**src/rtl/light_conflict_monitor_if.sv**
```systemverilog
`default_nettype none
// ============================================================================
// Module   : light_conflict_monitor_if
// Purpose  : Bundles the lamp buses between the traffic light controller, the
//            conflict monitor and the lamp drivers.
//            light_*     : controller lamp patterns {red,yellow,green}
//            fault_clr   : one-cycle clear request
//            out_*       : lamp driver patterns (same encoding)
//            fault       : monitor is in its fault state
//            fault_code  : first fault cause (0 none .. 4 short yellow)
//            fault_count : saturating count of fault entries
//            master drives the controller side, slave is the monitor.
// Revision : 1.0 - initial release
// ============================================================================
interface light_conflict_monitor_if #(
    parameter int CNT_W = 8
);
    logic [2:0]       light_M1;
    logic [2:0]       light_S;
    logic [2:0]       light_MT;
    logic [2:0]       light_M2;
    logic             fault_clr;
    logic [2:0]       out_M1;
    logic [2:0]       out_S;
    logic [2:0]       out_MT;
    logic [2:0]       out_M2;
    logic             fault;
    logic [2:0]       fault_code;
    logic [CNT_W-1:0] fault_count;

    modport master (
        output light_M1, light_S, light_MT, light_M2, fault_clr,
        input  out_M1, out_S, out_MT, out_M2, fault, fault_code, fault_count
    );

    modport slave (
        input  light_M1, light_S, light_MT, light_M2, fault_clr,
        output out_M1, out_S, out_MT, out_M2, fault, fault_code, fault_count
    );
endinterface
`default_nettype wire

```
**src/rtl/light_conflict_monitor.sv**
```systemverilog
`default_nettype none
// ============================================================================
// Module   : light_conflict_monitor
// Purpose  : Safety stage behind the traffic light controller. Every clock it
//            checks lamp encoding, cross-approach conflicts, lamp sequencing
//            and minimum yellow time; legal patterns reach the lamp drivers one
//            cycle later, a violation latches a fault and flashes red on all
//            approaches until cleared with all-red inputs.
// Ports    : clk  - system clock, rising edge
//            rst  - asynchronous active-high reset
//            bus  - slave side of light_conflict_monitor_if (lamp in/out,
//                   fault_clr, fault, fault_code, fault_count)
// Revision : 1.0 - initial release
// ============================================================================
module light_conflict_monitor #(
    parameter int MIN_YELLOW     = 3,
    parameter int STARTUP_CYCLES = 4,
    parameter int FLASH_HALF     = 5,
    parameter int CNT_W          = 8
) (
    input  wire logic               clk,
    input  wire logic               rst,
    light_conflict_monitor_if.slave bus
);
    localparam logic [2:0]       c_red        = 3'b100;
    localparam logic [2:0]       c_yel        = 3'b010;
    localparam logic [2:0]       c_grn        = 3'b001;
    localparam logic [CNT_W-1:0] c_min_yel    = CNT_W'(MIN_YELLOW);
    localparam logic [CNT_W-1:0] c_start_last = CNT_W'(STARTUP_CYCLES - 1);
    localparam logic [CNT_W-1:0] c_flash_last = CNT_W'(FLASH_HALF - 1);
    localparam logic [CNT_W-1:0] c_cnt_max    = {CNT_W{1'b1}};

    typedef enum logic [1:0] {
        ST_STARTUP = 2'd0,
        ST_MONITOR = 2'd1,
        ST_FAULT   = 2'd2
    } state_t;

    state_t                 r_state;
    logic [3:0][2:0]        r_out;
    logic [3:0][2:0]        r_prev;
    logic [3:0][CNT_W-1:0]  r_ycnt;
    logic [CNT_W-1:0]       r_start_cnt;
    logic [CNT_W-1:0]       r_flash_cnt;
    logic                   r_phase;
    logic                   r_fault;
    logic [2:0]             r_code;
    logic [CNT_W-1:0]       r_count;

    // Lamp index: 0 = M1, 1 = S, 2 = MT, 3 = M2
    logic [3:0][2:0]        w_cur;
    logic [3:0]             w_non_red;
    logic                   w_enc;
    logic                   w_conf;
    logic                   w_seq;
    logic                   w_short;
    logic [2:0]             w_code;
    logic                   w_all_red;

    assign w_cur = {bus.light_M2, bus.light_MT, bus.light_S, bus.light_M1};

    always_comb begin
        w_enc     = 1'b0;
        w_seq     = 1'b0;
        w_short   = 1'b0;
        w_non_red = 4'b0000;
        for (int i = 0; i < 4; i++) begin
            w_non_red[i] = (w_cur[i] != c_red);
            if (w_cur[i] != c_red && w_cur[i] != c_yel && w_cur[i] != c_grn)
                w_enc = 1'b1;
            if ((r_prev[i] == c_grn && w_cur[i] == c_red) ||
                (r_prev[i] == c_yel && w_cur[i] == c_grn) ||
                (r_prev[i] == c_red && w_cur[i] == c_yel))
                w_seq = 1'b1;
            // r_ycnt already includes the last yellow cycle
            if (r_prev[i] == c_yel && w_cur[i] == c_red && r_ycnt[i] < c_min_yel)
                w_short = 1'b1;
        end
        // Side road conflicts with every main lamp; main turn conflicts with M2
        w_conf = (w_non_red[1] && (w_non_red[0] || w_non_red[2] || w_non_red[3])) ||
                 (w_non_red[2] && w_non_red[3]);
        // Lowest code wins when several faults coincide
        if (w_enc)        w_code = 3'd1;
        else if (w_conf)  w_code = 3'd2;
        else if (w_seq)   w_code = 3'd3;
        else if (w_short) w_code = 3'd4;
        else              w_code = 3'd0;
        w_all_red = (w_cur == {4{c_red}});
    end

    always_ff @(posedge clk or posedge rst) begin
        if (rst) begin
            r_state     <= ST_STARTUP;
            r_out       <= {4{c_red}};
            r_prev      <= {4{c_red}};
            r_ycnt      <= '0;
            r_start_cnt <= '0;
            r_flash_cnt <= '0;
            r_phase     <= 1'b1;
            r_fault     <= 1'b0;
            r_code      <= 3'd0;
            r_count     <= '0;
        end else begin
            r_prev <= w_cur;
            for (int i = 0; i < 4; i++) begin
                if (w_cur[i] != c_yel)
                    r_ycnt[i] <= '0;
                else if (r_prev[i] != c_yel)
                    r_ycnt[i] <= CNT_W'(1);
                else if (r_ycnt[i] != c_cnt_max)
                    r_ycnt[i] <= r_ycnt[i] + 1'b1;
            end

            case (r_state)
                ST_STARTUP: begin
                    r_out <= {4{c_red}};
                    if (r_start_cnt == c_start_last) begin
                        r_start_cnt <= '0;
                        r_state     <= ST_MONITOR;
                    end else begin
                        r_start_cnt <= r_start_cnt + 1'b1;
                    end
                end
                ST_MONITOR: begin
                    if (w_code != 3'd0) begin
                        r_state     <= ST_FAULT;
                        r_fault     <= 1'b1;
                        r_code      <= w_code;
                        r_out       <= {4{c_red}};
                        r_flash_cnt <= '0;
                        r_phase     <= 1'b1;
                        if (r_count != c_cnt_max)
                            r_count <= r_count + 1'b1;
                    end else begin
                        r_out <= w_cur;
                    end
                end
                ST_FAULT: begin
                    if (bus.fault_clr && w_all_red) begin
                        r_state     <= ST_STARTUP;
                        r_fault     <= 1'b0;
                        r_code      <= 3'd0;
                        r_flash_cnt <= '0;
                        r_phase     <= 1'b1;
                        r_start_cnt <= '0;
                        r_out       <= {4{c_red}};
                    end else if (r_flash_cnt == c_flash_last) begin
                        r_flash_cnt <= '0;
                        r_phase     <= ~r_phase;
                        r_out       <= {4{~r_phase, 2'b00}};
                    end else begin
                        r_flash_cnt <= r_flash_cnt + 1'b1;
                        r_out       <= {4{r_phase, 2'b00}};
                    end
                end
                default: begin
                    r_state <= ST_STARTUP;
                    r_out   <= {4{c_red}};
                end
            endcase
        end
    end

    assign bus.out_M1      = r_out[0];
    assign bus.out_S       = r_out[1];
    assign bus.out_MT      = r_out[2];
    assign bus.out_M2      = r_out[3];
    assign bus.fault       = r_fault;
    assign bus.fault_code  = r_code;
    assign bus.fault_count = r_count;
endmodule
`default_nettype wire

```
**src/flat_wrapper.sv**
```systemverilog
// flat-port wrapper written by rule: the top's interface ports become plain ports
module light_conflict_monitor_flat 
#(
    parameter int MIN_YELLOW     = 3,
    parameter int STARTUP_CYCLES = 4,
    parameter int FLASH_HALF     = 5,
    parameter int CNT_W          = 8
)
  (clk, rst, bus_light_M1, bus_light_S, bus_light_MT, bus_light_M2, bus_fault_clr, bus_out_M1, bus_out_S, bus_out_MT, bus_out_M2, bus_fault, bus_fault_code, bus_fault_count);
  light_conflict_monitor_if #(.CNT_W(CNT_W)) bus_i ();
  input  wire logic clk;
  input  wire logic rst;
  input wire logic [$bits(bus_i.light_M1)-1:0] bus_light_M1;
  input wire logic [$bits(bus_i.light_S)-1:0] bus_light_S;
  input wire logic [$bits(bus_i.light_MT)-1:0] bus_light_MT;
  input wire logic [$bits(bus_i.light_M2)-1:0] bus_light_M2;
  input wire logic [$bits(bus_i.fault_clr)-1:0] bus_fault_clr;
  output wire logic [$bits(bus_i.out_M1)-1:0] bus_out_M1;
  output wire logic [$bits(bus_i.out_S)-1:0] bus_out_S;
  output wire logic [$bits(bus_i.out_MT)-1:0] bus_out_MT;
  output wire logic [$bits(bus_i.out_M2)-1:0] bus_out_M2;
  output wire logic [$bits(bus_i.fault)-1:0] bus_fault;
  output wire logic [$bits(bus_i.fault_code)-1:0] bus_fault_code;
  output wire logic [$bits(bus_i.fault_count)-1:0] bus_fault_count;
  assign bus_i.light_M1 = bus_light_M1;
  assign bus_i.light_S = bus_light_S;
  assign bus_i.light_MT = bus_light_MT;
  assign bus_i.light_M2 = bus_light_M2;
  assign bus_i.fault_clr = bus_fault_clr;
  assign bus_out_M1 = bus_i.out_M1;
  assign bus_out_S = bus_i.out_S;
  assign bus_out_MT = bus_i.out_MT;
  assign bus_out_M2 = bus_i.out_M2;
  assign bus_fault = bus_i.fault;
  assign bus_fault_code = bus_i.fault_code;
  assign bus_fault_count = bus_i.fault_count;
  light_conflict_monitor #(.MIN_YELLOW(MIN_YELLOW), .STARTUP_CYCLES(STARTUP_CYCLES), .FLASH_HALF(FLASH_HALF), .CNT_W(CNT_W)) u_core (.clk(clk), .rst(rst), .bus(bus_i));
endmodule
```
**config.mk**
```make
export PLATFORM = sky130hd
export DESIGN_NAME = light_conflict_monitor_flat
export DESIGN_NICKNAME = d
export VERILOG_FILES = /design/src/rtl/light_conflict_monitor_if.sv /design/src/rtl/light_conflict_monitor.sv /design/src/flat_wrapper.sv
export SDC_FILE = /design/constraint.sdc
export NUM_CORES = 1
export LEC_CHECK = 0
export BUFFER_PORTS_ARGS = -buffer_cell sky130_fd_sc_hd__buf_2
export CAP_MARGIN = 15
export CORE_ASPECT_RATIO = 1.1
export CORE_MARGIN = 3
export CORE_UTILIZATION = 50
export DETAILED_ROUTE_END_ITERATION = 8
export GPL_ROUTABILITY_DRIVEN = 1
export GPL_TIMING_DRIVEN = 0
export PLACE_DENSITY = 0.77
export SLEW_MARGIN = 5
export SYNTH_ARGS = -nofsm -noshare
export SYNTH_HDL_FRONTEND = slang
export SYNTH_SLANG_ARGS = --single-unit
export TNS_END_PERCENT = 5
```
**constraint.sdc**
```tcl
create_clock -name clk -period 6.3 [get_ports clk]
set_input_delay 1.26 -clock clk [delete_from_list [all_inputs] [get_ports clk]]
set_output_delay 1.26 -clock clk [all_outputs]
set_load 0.05 [all_outputs]
```
; Word level (Yosys, flattened, before mapping)
; Cells that the tools add are included.
[totals]
output_inout_bits = 24
regBits = 87
[op_classes]
n_lt_le_gt_ge = 4
n_eq_ne = 54
n_bitwise = 1
n_reduce_logical = 56
add_sub_neg = 7
n_mux = 52
[ops]
columns = operator, count
row1 = two-way mux 8 bit, 17
row2 = adder 8 x 1 -> 8 bit (second input constant), 7
row3 = != test 8 bit (second input constant), 5
row4 = two-way mux 12 bit, 3
row5 = < comparator 8 x 2 -> 1 bit (second input constant), 4
row6 = case mux 8 bit (2 select lines), 2
row7 = logical AND 1 bit, 31
row8 = == test 3 x 1 -> 1 bit (second input constant), 8
row9 = == test 3 x 2 -> 1 bit (second input constant), 8
row10 = == test 3 bit (second input constant), 8
row11 = != test 3 x 2 -> 1 bit (second input constant), 8
row12 = case mux 12 bit (2 select lines), 1
row13 = two-way mux 3 bit, 6
row14 = two-way mux 1 bit, 16
row15 = != test 3 x 1 -> 1 bit (second input constant), 5
row16 = nonzero test 3 bit, 5
row17 = == test 12 bit (second input constant), 1
row18 = != test 3 bit (second input constant), 4
row19 = AND reduction 3 bit, 4
row20 = logical OR 1 bit, 11
row21 = == test 8 x 2 -> 1 bit (second input constant), 1
row22 = == test 8 x 3 -> 1 bit (second input constant), 1
row23 = two-way mux 2 bit, 3
row24 = != test 2 x 1 -> 1 bit (second input constant), 3
row25 = other kinds (9), 12

; Longest topological paths before layout
[depth]
word_depth = 14
depth_mapped = 10
mapped_depth_nobuf = 8

; Worst setup path before layout
; No wires, ideal clock.
[synth_path]
path_type = input to register
startpoint = in bus_light_S[2]
endpoint = reg u_core.r_flash_cnt[6]
n_path_buf = 2
t_arrival_ns = 2.720
setup_ns = 0.092
setup_slack_ns = 3.488
stages = 8
path_cell_list = a222oi_1 nand3_1 nor3_1 and4_4 buf_4 buf_4 o21ai_1 o31ai_2
[synth_between]
elab_chain_cells = 13
elab_cells_between_ends = 37
cone_classes = eq/ne (8) / mux (15) / reduce/logical (14)
[synth_lines]
columns = item, line
row1 = "start, declared", flat_wrapper.sv:14  ; input wire logic [$bits(bus_i.light_S)-1:0] bus_light_S;
row2 = == test 3 bit / == test 3 x 1 -> 1 bit (equally long branches), "light_conflict_monitor.sv:71, light_conflict_monitor.sv:76, light_conflict_monitor.sv:72"
row3 = logical AND 1 bit (on tied branches), "light_conflict_monitor.sv:76, light_conflict_monitor.sv:71, light_conflict_monitor.sv:72"
row4 = logical AND 1 bit / logical OR 1 bit (equally long branches), "light_conflict_monitor.sv:76, light_conflict_monitor.sv:71"
row5 = two-way mux 1 bit / logical OR 1 bit (equally long branches), "light_conflict_monitor.sv:76, light_conflict_monitor.sv:72"
row6 = two-way mux 1 bit (on tied branches) (2 in series), "light_conflict_monitor.sv:76, light_conflict_monitor.sv:71"
row7 = two-way mux 3 bit / two-way mux 1 bit (equally long branches), "light_conflict_monitor.sv:86, light_conflict_monitor.sv:71"
row8 = two-way mux 3 bit, light_conflict_monitor.sv:85  ; else if (w_seq) w_code = 3'd3;
row9 = two-way mux 3 bit, light_conflict_monitor.sv:84  ; else if (w_conf) w_code = 3'd2;
row10 = two-way mux 3 bit, light_conflict_monitor.sv:83  ; if (w_enc) w_code = 3'd1;
row11 = nonzero test 3 bit, light_conflict_monitor.sv:125  ; if (w_code != 3'd0) begin
row12 = != test 2 x 1 -> 1 bit (no source line), --
row13 = AND reduction 2 bit (no source line), --
row14 = "end signal, assigned", light_conflict_monitor.sv:152  ; r_flash_cnt <= r_flash_cnt + 1'b1;
row15 = "end, declared", light_conflict_monitor.sv:44  ; logic [CNT_W-1:0] r_flash_cnt;
; Parallel ways exist; a longest one is shown, timed or not.
; A chain may end at the register's enable or synchronous reset.

; Worst setup path in the final report
[layout_path]
startpoint = in bus_light_S[2]
endpoint = reg u_core.r_out (netlist bit u_core.bus.out_M2[0])
[layout_between]
elab_chain_cells = 13
elab_cells_between_ends = 36
cone_classes = eq/ne (7) / mux (16) / reduce/logical (13)
[layout_lines]
columns = item, line
row1 = == test 3 bit / == test 3 x 1 -> 1 bit (equally long branches), "light_conflict_monitor.sv:71, light_conflict_monitor.sv:76, light_conflict_monitor.sv:72"
row2 = logical AND 1 bit (on tied branches), "light_conflict_monitor.sv:76, light_conflict_monitor.sv:71, light_conflict_monitor.sv:72"
row3 = logical AND 1 bit / logical OR 1 bit (equally long branches), "light_conflict_monitor.sv:76, light_conflict_monitor.sv:71"
row4 = two-way mux 1 bit / logical OR 1 bit (equally long branches), "light_conflict_monitor.sv:76, light_conflict_monitor.sv:72"
row5 = two-way mux 1 bit (on tied branches) (2 in series), "light_conflict_monitor.sv:76, light_conflict_monitor.sv:71"
row6 = two-way mux 3 bit / two-way mux 1 bit (equally long branches), "light_conflict_monitor.sv:86, light_conflict_monitor.sv:71"
row7 = two-way mux 3 bit, light_conflict_monitor.sv:85
row8 = two-way mux 3 bit, light_conflict_monitor.sv:84
row9 = two-way mux 3 bit, light_conflict_monitor.sv:83
row10 = nonzero test 3 bit, light_conflict_monitor.sv:125
row11 = two-way mux 12 bit, light_conflict_monitor.sv:125
row12 = case mux 12 bit (2 select lines) (*), light_conflict_monitor.sv:114  ; case (r_state)
row13 = "end signal, assigned", light_conflict_monitor.sv:116  ; r_out <= {4{c_red}};
row14 = "end signal, assigned", light_conflict_monitor.sv:129  ; r_out <= {4{c_red}};
row15 = "end signal, assigned", light_conflict_monitor.sv:135  ; r_out <= w_cur;
row16 = "end, declared", light_conflict_monitor.sv:40  ; logic [3:0][2:0] r_out;
; Mark *: on every way between the ends. The rest lies on a longest branch, timed or not.

==> results.txt <==
The largest net degree at the start of global routing is 49. The final hold violation count came out at 0. The total via count in the routed design came out at 3,523. Clock-pin slew was measured on the worst setup and hold paths at 0.08 ns. Setup repair after global routing left no endpoint under its margin. The area of the die is 9960 um^2.

The number of setup violations in the final report came out at 0. The layout filler cell count is 718. The ratio of total power to cell area came out at 312 nW/um^2.

For this block, the routed nets add up to 9.13 mm of wire. The region available for standard cell placement spans 8450 um^2. Synthesis produced a netlist with a net count of 464. The synthesized instance count is 437. The sequential cell fraction of total power came out at 0.430. STA classifies the critical path startpoint as an input pin.

The total routing resource utilization after global routing is 0.196. The final weighted congestion in routability-driven placement is 0.863. The area occupied by registers came out at 2190 um^2. In the final layout, the multi-input gates occupy 2130 um^2. The worst slack on hold paths is 0.504 ns. The via density per instance came out at 5.84. The dominant synthesized flop cell is dfrtp_1.

Of the total power, the clock network draws 0.297. Global routing finished with a remaining overflow of 0. The I/O pin count is 39. The floorplan step set the die height to 104 um. After synthesis, the share of flip-flops with an asynchronous set or reset is 1.00. The highest clock rate came out at 341 MHz. The time the final worst path needs with I/O delays and setup is 2.94 ns. The detailed router finished its first iteration with 243 violations. Across the run, the number of max-cap violations was 0. Before antenna repair, the detailed router went through 4 iterations.

The fraction of the core area covered by cells at the end of the flow came out at 0.591. The total number of placement rows is 35. Summing every instance area after synthesis gives 4400 um^2. The data arrival time of the critical path is 3.22 ns. The post-route clock skew is 0.00747 ns. The net switching fraction of the power is 0.339.

The synthesized area per cell is 10.1 um^2. The peak fanout along the critical path came out at 10. The path class of the lowest-slack min-delay path is reg2reg. Hold repair after CTS inserted 0 buffers. The final routed wire length divided by cell count came out at 15.1 um. The flow ran to the end, and the final reports show no timing, DRC or antenna violations. The combinational group share of total power came out at 0.273. The floorplan die width came out at 95.4 um.

The wire-length estimate of the detail-placed layout is 6.72 mm. The count of warnings emitted by yosys is 0. The number of flip-flops and latches in the synthesized netlist is 87. The cell sitting at the root of the clock tree is a clkbuf_8. The switching power of the nets came out at 0.000528 W. At the pin with the least slew margin, the transition time is 0.514 ns. STA classifies the critical path endpoint as a register. The number of max-slew violations in the final report came out at 0. The number of global-route vias before repair came out at 3,327. The total of buffers placed on input and output ports came out at 38. The critical path class is in2reg. The internal cell power is 0.00103 W. The deepest level of the CTS H-tree is 3. In this run the remaining antenna-violating nets after routing total 0.

The global-route wire length before repair is 15.6 mm. TritonCTS built the clock tree. The number of flops mapped to enable cells by yosys is 0. The register area share after synthesis is 0.498. At the worst endpoint, the required time is 6.58 ns. The leakage power of the design is 2.21 nW. The number of diodes came out at 0.

The share of post-route cells with drive strength above 1 is 0.159. The signed area change from the synthesized netlist to the final layout is 13.6%. The aggregate negative setup slack came out at 0 ns. The worst IR drop on VDD came out at 0.000127 V. The number of distinct library cell variants in the gate-level netlist after synthesis came out at 50. Post-CTS timing repair inserted 0 buffers for setup. The number of gates resized after CTS is 0.

The final layout net count came out at 514. The initial antenna violation count is 0. The clock sink count is 87. The share of the cycle needed by the critical path after routing is 0.466. The number of clock buffers inserted by TritonCTS came out at 9.

The longest clock path from root to sink contains 2 buffers. At the later pin of the worst-skew pair, clock insertion delay measures 0.35 ns. In this run the tightest slew margin relative to its limit is 0.655.

In the routed design, unresolved DRC markers number 0. The effective utilization at floorplan is 0.520.
power groups by stage:
stage	logic, W	registers [W]	clock network [W]
2_1_floorplan	0.000221	0.000773	0
3_3_place_gp	0.000415	0.000677	0
3_5_place_dp	0.000426	0.000681	0
4_1_cts	0.000427	0.000670	0.000471
5_1_grt	0.000468	0.000678	0.000501
6_report	0.000426	0.000670	0.000462
area by class of cell:
| cell class | count | area share |
|---|---|---|
| timing repair buffer | 39 | 0.0436 |
| clock inverter | 3 | 0.0180 |
| multi-input combinational | 332 | 0.427 |
| sequential | 87 | 0.438 |
| tap | 111 | 0.0278 |
| buffer | 11 | 0.00977 |
| clock buffer | 13 | 0.0298 |
| inverter | 7 | 0.00576 |
kinds of logic after synthesis:
kind of cell / synth area share
XOR/XNOR: 0.0458
flip-flops: 0.498
AO/OA/AOI/OAI: 0.126
adder cells (fa/ha/maj): 0.0341
buffers and inverters: 0.0171
AND/OR/NAND/NOR: 0.258
multiplexers: 0.0213
layout by cell type, fill, tap and decap left out, types with 3 or more instances in the layout:
cell type,count
dfrtp_1,78
bufinv_16,3
buf_2,38
and3_1,30
clkbuf_8,10
nand3_1,36
o21ai_0,42
xor2_1,6
nand2_1,22
a21boi_0,3
nor4_1,4
inv_1,6
a31oi_1,8
a211oi_1,6
nor3b_2,4
nor3b_1,11
nand4_1,13
o21ai_1,8
ha_1,12
a21oi_1,8
xnor2_1,17
nor4bb_1,6
nor3_1,10
mux2i_1,6
clkbuf_1,12
dfstp_2,9
o31ai_2,3
nor2_1,41
nand2b_1,6
metal layers:
layer / up-vias / GRT usage / part of all wire
li1: 1711 / - / -
met1: 1725 / 0.278 / 0.45
met2: 75 / 0.298 / 0.49
met3: 12 / 0.0507 / 0.048
met4: 0 / 0.0559 / 0.013
met5: - / 0 / 0
path summary, 6_finish.rpt:
path / slack, ns / to / from / depth (start not counted)
setup / recovery: 3.36 / u_core.bus.out_M2[0] / bus_light_S[2] / 8
hold / removal: 0.50 / u_core.r_flash_cnt[7] / u_core.r_flash_cnt[7] / 1
setup reg to reg: 3.96 / u_core.r_flash_cnt[7] / u_core.r_ycnt[24] / 8
hold reg to reg: 0.50 / u_core.r_flash_cnt[7] / u_core.r_flash_cnt[7] / 1
max in group asynchronous: 4.70 / u_core.r_phase / rst / 3
min in group asynchronous: 0.94 / u_core.r_ycnt[12] / rst / 2
cells in the mapped netlist (all sizes together) (7+ instances only):
library cell,count,share of area
dfstp,9,0.054
xnor2,17,0.034
nand3,36,0.041
a21oi,8,0.0091
clkbuf,9,0.0077
nor3b,15,0.030
dfrtp,78,0.44
nor2,41,0.035
nand2,22,0.019
nand4,14,0.021
o21ai,50,0.057
and3,30,0.043
ha,12,0.034
a31oi,8,0.011
nor3,11,0.015
inv,7,0.0060
critical path: stages:
cell and delay [ns]:
buf_2 0.15, a222oi_1 0.33, nand3_1 0.11, nor3_1 0.47
and4_4 0.35, buf_4 0.18, buf_4 0.17, and3_1 0.19
through the flow:
| step | cell area (um^2) | total power [W] | worst slack (ns) | cells |
|---|---|---|---|---|
| after global placement | 4730 | 0.00109 | 1.88 | 586 |
| final | 4990 | 0.00156 | 3.36 | 603 |
| after detailed placement | 4760 | 0.00111 | 3.02 | 587 |
| after CTS | 4990 | 0.00157 | 3.39 | 603 |
| after floorplan | 4400 | 0.000993 | 2.80 | 437 |
| after global routing | 4990 | 0.00165 | 3.16 | 603 |
sequential cells by signal (all words and copies together), names as in the netlist:
signal,flops
u_core.r_ycnt,32
u_core.r_prev,12
u_core.bus.fault_count,8
u_core.r_flash_cnt,8
u_core.r_start_cnt,8
u_core.bus.fault_code,3
u_core.bus.out_M1,3
u_core.bus.out_M2,3
u_core.bus.out_MT,3
u_core.bus.out_S,3
u_core.r_state,2
u_core.bus.fault,1
u_core.r_phase,1
Note: power is estimated with default switching activity, not from simulation.
